[src/rtl/timer_bank.sv]
// rtl/timer_bank.sv - multi-channel prescaled timer peripheral with W1C pending and priority IRQ ID
module timer_bank #(
  parameter int          NUM_CH    = 4,
  parameter int          WIDTH     = 32,
  parameter int          PRE_WIDTH = 16,
  parameter logic [31:0] BASE_ADDR = 32'h40000100
) (
  input  logic        clk,
  input  logic        reset,
  input  logic        rd,
  input  logic        wr,
  input  logic [31:0] addr,
  input  logic [31:0] wdata,
  output logic [31:0] rdata,
  output logic        irqout,
  output logic [3:0]  irq_id,
  input  logic        PC31
);

  localparam logic [WIDTH-1:0] ALL_ONES = {WIDTH{1'b1}};

  logic       hit;
  logic [3:0] ch;
  logic [1:0] rsel;
  logic       unused_bits;

  assign hit         = (addr[31:8] == BASE_ADDR[31:8]);
  assign ch          = addr[7:4];
  assign rsel        = addr[3:2];
  assign unused_bits = &{1'b0, addr[1:0], wdata};

  logic [WIDTH-1:0]     th   [NUM_CH];
  logic [WIDTH-1:0]     tl   [NUM_CH];
  logic [PRE_WIDTH-1:0] pre  [NUM_CH];
  logic [PRE_WIDTH-1:0] pcnt [NUM_CH];
  logic [NUM_CH-1:0]    en, ie, pend, oneshot;
  logic [NUM_CH-1:0]    w_th, w_tl, w_tcon, w_pre, tick, ovf, pi;

  always_comb begin
    w_th   = '0;
    w_tl   = '0;
    w_tcon = '0;
    w_pre  = '0;
    tick   = '0;
    ovf    = '0;
    for (int c = 0; c < NUM_CH; c++) begin
      if (wr && hit && ch == 4'(c)) begin
        w_th[c]   = (rsel == 2'd0);
        w_tl[c]   = (rsel == 2'd1);
        w_tcon[c] = (rsel == 2'd2);
        w_pre[c]  = (rsel == 2'd3);
      end
      tick[c] = en[c] && (pcnt[c] == pre[c]);
      // A bus write to TL on the same edge suppresses the wrap entirely.
      ovf[c]  = tick[c] && (tl[c] == ALL_ONES) && !w_tl[c];
    end
  end

  always_ff @(posedge clk or negedge reset) begin
    if (!reset) begin
      en      <= '0;
      ie      <= '0;
      pend    <= '0;
      oneshot <= '0;
      for (int c = 0; c < NUM_CH; c++) begin
        th[c]   <= '0;
        tl[c]   <= '0;
        pre[c]  <= '0;
        pcnt[c] <= '0;
      end
    end else begin
      for (int c = 0; c < NUM_CH; c++) begin
        if (w_th[c])  th[c]  <= wdata[WIDTH-1:0];
        if (w_pre[c]) pre[c] <= wdata[PRE_WIDTH-1:0];

        if (w_tcon[c] || w_pre[c] || tick[c]) pcnt[c] <= '0;
        else if (en[c])                       pcnt[c] <= pcnt[c] + PRE_WIDTH'(1);

        if (w_tl[c])      tl[c] <= wdata[WIDTH-1:0];
        else if (ovf[c])  tl[c] <= th[c];
        else if (tick[c]) tl[c] <= tl[c] + WIDTH'(1);

        // Overflow is OR-ed in after the W1C so a same-edge event is never lost.
        if (w_tcon[c]) begin
          en[c]      <= wdata[0];
          ie[c]      <= wdata[1];
          oneshot[c] <= wdata[3];
          pend[c]    <= (pend[c] & ~wdata[2]) | ovf[c];
        end else begin
          pend[c] <= pend[c] | ovf[c];
          if (ovf[c] && oneshot[c]) en[c] <= 1'b0;
        end
      end
    end
  end

  assign pi     = pend & ie;
  assign irqout = (|pi) & ~PC31;

  always_comb begin
    irq_id = 4'hF;
    for (int c = NUM_CH - 1; c >= 0; c--) begin
      if (pi[c]) irq_id = 4'(c);
    end
  end

  always_comb begin
    rdata = '0;
    if (rd && hit) begin
      if (addr[7:2] == 6'h3C) begin
        rdata = 32'(pi);
      end else if (addr[7:2] == 6'h3D) begin
        rdata = {28'd0, irq_id};
      end else begin
        for (int c = 0; c < NUM_CH; c++) begin
          if (ch == 4'(c)) begin
            case (rsel)
              2'd0:    rdata = 32'(th[c]);
              2'd1:    rdata = 32'(tl[c]);
              2'd2:    rdata = {28'd0, oneshot[c], pend[c], ie[c], en[c]};
              default: rdata = 32'(pre[c]);
            endcase
          end
        end
      end
    end
  end

endmodule

[config.mk]
export PLATFORM = sky130hd
export DESIGN_NAME = timer_bank
export DESIGN_NICKNAME = d
export VERILOG_FILES = /design/src/rtl/timer_bank.sv
export SDC_FILE = /design/constraint.sdc
export NUM_CORES = 1
export LEC_CHECK = 0
export ABC_AREA = 1
export ABC_CLOCK_PERIOD_IN_PS = 2100
export BUFFER_PORTS_ARGS = -buffer_cell sky130_fd_sc_hd__buf_2
export CAP_MARGIN = 10
export CORE_MARGIN = 1
export CORE_UTILIZATION = 35
export DETAILED_ROUTE_END_ITERATION = 10
export SYNTH_ARGS = -nofsm -noshare
export SYNTH_HDL_FRONTEND = slang
export SYNTH_SLANG_ARGS = --single-unit
[constraint.sdc]
create_clock -name clk -period 2.1 [get_ports clk]
set_input_delay 0.21 -clock clk [delete_from_list [all_inputs] [get_ports clk]]
set_output_delay 0.21 -clock clk [all_outputs]
set_load 0.005 [all_outputs]
==> out/summary.txt, run 1 <==
status: finished, violations left
failing checks: negative setup slack
Crit Path Max Fanout: 2
Setup violations, final: 95
vias per cell: 5.427
wire per inst: 22.30 µm
Worst slew margin: 52.19%
CTS tree: yes
htree depth: 2
Final Hold Viols: 0
Placer Congestion: 1.021
#FFs+latches synth: 400
Setup WS post-layout: -0.2627 ns
critical path start-end classification: flop to output pin
register area: 10,030 µm²
Num CTS Buffers: 51
Max-Cap Viols: 0
crit path buf inv count: 3
share of the synthesized area in the top cell type: 36.32%
WP data arrival: 2.15 ns
Mapped Cells: 4,142
WL final: 133,600 µm
Multi-input gate area: 17,200 µm²
final critical-path required period: 2.363 ns
slowest CP cell: dfrtp_1
Setup crit end kind: output pin
initial antenna violation count: 4
HPWL Detailed: 99,110 µm
core area: 77,720 µm²
Synth area leaders: dfrtp_1, nand2_1, inv_1
reg-to-reg endpoint: tl[37]$_DFFE_PN0P_
Worst setup SP type: flop
port buffer count: 103
r2r setup slk: -0.17 ns
Max IR drop VDD: 0.5562 mV
P&R area growth vs syn: 47.29%
Overflow after GRT: 0
CP peak stage delay: 0.36 ns
data required time of the worst path: 1.89 ns
Starting Density: 35.46%
most used cell, CP: nand2_1
Pre-antenna DRT Iters: 6
Post-synth EDFFs: 0
Yosys warning count: 0
Leak: 18.88 nW
DRC violations left: 0
root buffer cell: clkbuf_16
first-pass GRT wire length: 193,000 µm
R2R depth: 15
dpl ws: -0.2876 ns
Worst-Margin Slew: 0.7164 ns
Detail Route Antenna Nets: 0
GRT Util Overall: 32.50%
pwr dens: 463.9 nW/µm²
synth unique cells: 51
reg2reg start: tl[32]$_DFFE_PN0P_
die area: 79,870 µm²
Cell Chain, Critical Path: inv_1, buf_4, o2111ai_4, nand3_2, nand2_1, nand2_1, nand2_1, nand2_1, a21oi_2, buf_6
Die Wd: 282.6 µm
clk sinks: 400
cell taking the most area after synthesis: dfrtp_1
ys async rst share: 100.0%
Clock Path Buffers: 3
clk slew on worst S/H paths: 0.06 ns
syn_area_per_cell: 6.654 µm²
hold_sp: wdata[1]
Mapped Nets: 4,219
final worst path period share: 112.5%
I/O pin count: 106
via count: 32,510
unrepaired setup endpoints after global routing: yes
largest net degree at the start of global routing: 77
Final nets: 4,985
sequential share of the synthesized area: 36.32%
hold endpoint: th[97]$_DFFE_PN0P_
# rows: 102
fillers: 7,552
vias in the first global route: 29,770
Die Span Y: 282.6 µm
Hold WC Path Type: input pin to flop
Most used DFF post-synth: dfrtp_1
Crit path max-delay family: buffers and inverters
fmax: 423.2 MHz
layout cells sized above 1: 31.37%
start point of the critical path: tl[99]$_DFFE_PN0P_
final clock skew: 0.02218 ns
Post-Syn Area: 27,560 µm²
Setup TNS: -6.821 ns
DR iter-0 viols: 3,575
count of pins over their slew limit: 0
clk_lat worst skew: 0.62 ns
Hold Path Stages: 3
ant diodes: 0
Core Util, Final: 52.23%
[stage by stage]
stage               hold slack, ns  cell area, µm²  power [mW]  cells
floorplan                 -0.08559           27560       8.193   4142
global placement            0.1111           33830       9.056   5706
detailed placement          0.1115           33830       9.057   5706
CTS                       0.002358           38120       18.82   5923
global route               0.05927           40590       19.27   5991
finish                     0.01392           40590       18.83   5991
[flip-flops by register name (all words and copies together), names as in the netlist]
register,cells
th,128
pre,64
oneshot,4
pcnt,64
pend,4
tl,128
en,4
ie,4
[logic make-up (layout without fill, tap and decap cells)]
| logic type | count (synthesis) | count (layout) | synth area share (%) |
|---|---|---|---|
| compound gates | 720 | 720 | 14.74 |
| simple gates | 2107 | 2107 | 33.07 |
| xor+xnor | 145 | 145 | 4.608 |
| fa+ha+maj | 8 | 8 | 0.3632 |
| buf+inv | 762 | 1571 | 10.90 |
| flops | 400 | 400 | 36.32 |
[routing by layer]
metal,vias up,routed length (µm),track usage (%)
met5,-,16,0
li1,15070,-,-
met3,343,12320,5.278
met1,15360,58000,46.68
met4,2,7123,15.00
met2,1733,56140,47.35
[tightest hold or removal path, stage by stage]
cell	delay (ns)
buf_2	0.14
inv_1	0.13
o21ai_0	0.10
[timing repair]
item,4_1_cts,5_1_grt
hold buffers,14,0
pin swaps,138,227
setup endpoints to repair,82,296
setup buffers,123,71
gates cloned,7,10
resized for setup,390,482
hold endpoints to repair,332,0
[report_power, final]
part	leakage, nW	switching, mW	internal [mW]
Clock	0.904	3.86	5.78
Sequential	5.51	0.000000419	7.71
Combinational	12.5	0.999	0.484
[area by class of cell]
cell class              instances  area share [%]
inverters                     577           5.480
multi-input cells            2980           42.36
clock buffers                  66           3.508
well taps                    1040           3.206
clock inverters                30          0.9463
flip-flops and latches        400           24.72
repair buffers                898           19.78
[synth_stat cells, types with 13 or more instances]
cell type	count
nand3_2	13
nand3b_1	30
dfrtp_1	400
a21oi_1	115
o21bai_1	18
buf_2	62
xor2_1	124
o21ai_1	13
nand2_1	1195
clkbuf_1	98
buf_4	13
o22ai_1	168
xnor2_1	21
nor3_1	84
inv_1	567
a221oi_1	13
nor2_1	313
o221ai_1	16
o21ai_0	337
nand3_1	302
nor4_1	13
nand4_1	94
nor2_2	15
[placed cells by master, fill, tap and decap left out, types with 44 or more instances in the layout]
master / instances
buf_4: 624
nand2_1: 1095
o21ai_0: 258
dfrtp_1: 380
nor2_2: 44
buf_2: 81
inv_2: 58
buf_12: 62
o22ai_1: 126
nor3_1: 72
xor2_1: 122
nand3_1: 213
nand2_2: 69
clkbuf_16: 59
nand4_1: 94
inv_1: 501
a21oi_1: 87
nand3_2: 81
buf_6: 97
nor2_1: 250
o21ai_1: 48
[worst max path at each step]
stage                           to  cells after the start
2_1_floorplan  tl[127]$_DFFE_PN0P_                     13
3_3_place_gp              rdata[5]                     15
3_5_place_dp              rdata[5]                     15
4_1_cts                   rdata[8]                     10
5_1_grt                   rdata[3]                     12
6_report                  rdata[3]                     10
No activity file was read; power rests on OpenSTA's default activity.
==> inputs of run 2 (changes only) <==
ABC_AREA = default   (was 1)
==> run 2 against run 1 <==
The run still ends with negative setup slack left. Sequential power is essentially flat. Count of clock-buffer cells in the layout grew 4. Total power shrank 5.5%. Cell count shrank 30%. Synthesized cell count shrank 38%. Non-clock buffer count shrank 68. Maximum frequency shrank 14%. Register-to-register slack lost 0.39 ns. Design area shrank 9.6%. Synthesized area shrank 13%.
==> out/summary.txt, run 2 <==
critical path start-end classification: flop to output pin
Leak: 16.60 nW
final clock skew: 0.02893 ns
clk slew on worst S/H paths: 0.06 ns
Post-Syn Area: 24,080 µm²
Most used DFF post-synth: dfrtp_1
Clock Path Buffers: 3
Core Util, Final: 54.24%
root buffer cell: clkbuf_16
Yosys warning count: 0
Detail Route Antenna Nets: 0
vias per cell: 5.870
hold_sp: wdata[27]
Area after DPL: 29,960 µm²
DR iter-0 viols: 2,293
Worst slew margin: 59.34%
Mapped Nets: 2,637
Max IR drop VDD: 0.4943 mV
Overflow after GRT: 0
I/O pin count: 106
wire per inst: 24.19 µm
first-pass GRT wire length: 150,100 µm
via count: 24,560
Worst setup SP type: flop
P&R area growth vs syn: 52.35%
htree depth: 2
ant diodes: 0
final instance area: 36,690 µm²
Pre-antenna DRT Iters: 8
commonest non-fill, non-tap cells in the layout: buf_4, dfrtp_1, nand2_1
Final nets: 3,350
Num CTS Buffers: 49
GRT Util Overall: 27.96%
Placer Congestion: 0.9940
clk sinks: 400
mux cell area share after synthesis: 16.53%
initial antenna violation count: 2
compound-cell area share of the yosys netlist: 13.41%
final critical-path required period: 2.759 ns
port buffer count: 103
share of the synthesized area in the top cell type: 41.57%
start point of the critical path: pre[17]$_DFFE_PN0P_
simple-gate share of the synthesized area: 19.53%
most common cell after layout, fill and taps aside: buf_4
failing checks: negative setup slack
count of pins over their slew limit: 0
vias in the first global route: 24,360
WP data arrival: 2.55 ns
Final Hold Viols: 0
Max-Cap Viols: 0
clk_lat worst skew: 0.63 ns
Post-Synth Adder-Cell Area: 0.4157%
fmax: 362.4 MHz
DRC violations left: 0
Setup violations, final: 196
Starting Density: 35.60%
Post-synth EDFFs: 0
Die Wd: 264.3 µm
Crit Path Max Fanout: 2
layout cells sized above 1: 48.26%
die area: 69,850 µm²
Setup crit end kind: output pin
status: finished, violations left
core area: 67,630 µm²
data required time of the worst path: 1.89 ns
largest net degree at the start of global routing: 65
#FFs+latches synth: 400
Hold WC Path Type: input pin to flop
Synth area leaders: dfrtp_1, mux2_2, nand2_1
fillers: 5,755
# rows: 95
unrepaired setup endpoints after global routing: yes
ys async rst share: 100.0%
pwr dens: 484.9 nW/µm²
WL final: 101,200 µm
Mapped Cells: 2,560
Synth Area in XOR/XNOR: 5.128%
Setup WS post-layout: -0.6595 ns
HPWL Detailed: 69,910 µm
reg2reg start: pre[21]$_DFFE_PN0P_
sequential share of the synthesized area: 41.57%
final worst path period share: 131.4%
largest registers: th (128), tl (128)
synth unique cells: 88
syn_area_per_cell: 9.406 µm²
count leader, synth: dfrtp_1
cell taking the most area after synthesis: dfrtp_1
Die Span Y: 264.3 µm
Worst-Margin Slew: 0.6099 ns
CTS tree: yes
Setup TNS: -54.47 ns
main combinational cell family by area after synthesis: simple AND/OR/NAND/NOR gates
synth cell count leaders: dfrtp_1, nand2_1, nor2_1
run 2: path summary, 6_finish.rpt:
| path | to | slack, ns | cells past startpoint |
|---|---|---|---|
| min in group asynchronous | tl[29]$_DFFE_PN0P_ | 0.15 | 2 |
| worst max-delay path | rdata[1] | -0.66 | 7 |
| worst min-delay path | tl[27]$_DFFE_PN0P_ | 0.03 | 3 |
| max in group asynchronous | pcnt[40]$_DFFE_PN0P_ | 1.09 | 3 |
| worst min register to register | oneshot[0]$_DFFE_PN0P_ | 0.52 | 1 |
| worst max register to register | tl[60]$_DFFE_PN0P_ | -0.56 | 9 |
run 2: timing repair:
item,4_1_cts,5_1_grt
buffers inserted,110,95
gates cloned,8,4
hold buffers,16,0
endpoints found under the hold margin,83,0
pin swaps,240,272
endpoints found under the setup margin,200,219
resized for setup,457,427
run 2: cell type report:
| type | count | area (µm²) | area share (%) |
|---|---|---|---|
| clock inverter | 19 | 197.7 | 0.5389 |
| multi-input combinational | 1968 | 16320 | 44.49 |
| sequential | 400 | 10020 | 27.30 |
| timing repair buffer | 830 | 7523 | 20.51 |
| inverter | 24 | 90.09 | 0.2456 |
| clock buffer | 70 | 1446 | 3.943 |
| tap | 873 | 1092 | 2.977 |
run 2: stage by stage:
stage               setup slack, ns  total power, mW  hold slack, ns  cells
finish                      -0.6595            17.79         0.03380   4184
global route                -0.6950            18.25         0.03276   4184
CTS                         -0.6814            17.81       0.0002146   4116
detailed placement          -0.5614            8.957          0.2076   3907
global placement            -0.5675            8.953          0.2157   3907
floorplan                   -0.1400            8.242        -0.08559   2560
run 2: worst max-delay path, stage by stage (launching register included):
cell and delay [ns]:
dfrtp_1 0.39, buf_6 0.12, mux4_2 0.51, a221oi_2 0.29, a21oi_1 0.09, a221oi_2 0.23
a211oi_2 0.13, buf_6 0.17
run 2: layer usage:
| metal | track usage, % | part of all wire, % | wire length, µm |
|---|---|---|---|
| met2 | 43.85 | 45 | 46060 |
| met5 | 0 | 0 | 0 |
| met4 | 11.74 | 4.3 | 4396 |
| met1 | 37.76 | 42 | 42110 |
| met3 | 5.127 | 8.6 | 8664 |
run 2: power by group:
part	internal [mW]	total [mW]	switching, mW
Clock	5.06	8.79	3.72
Combinational	0.429	1.29	0.863
Sequential	7.71	7.71	0.0000583
Total	13.2	17.8	4.59
run 2: kinds of logic (layout without fill, tap and decap cells):
group | Yosys count | after routing
adder cells (fa/ha/maj) | 8 | 8
XOR/XNOR | 141 | 141
AO/OA/AOI/OAI | 520 | 520
buffers and inverters | 194 | 943
multiplexers | 344 | 344
AND/OR/NAND/NOR | 953 | 955
flip-flops | 400 | 400
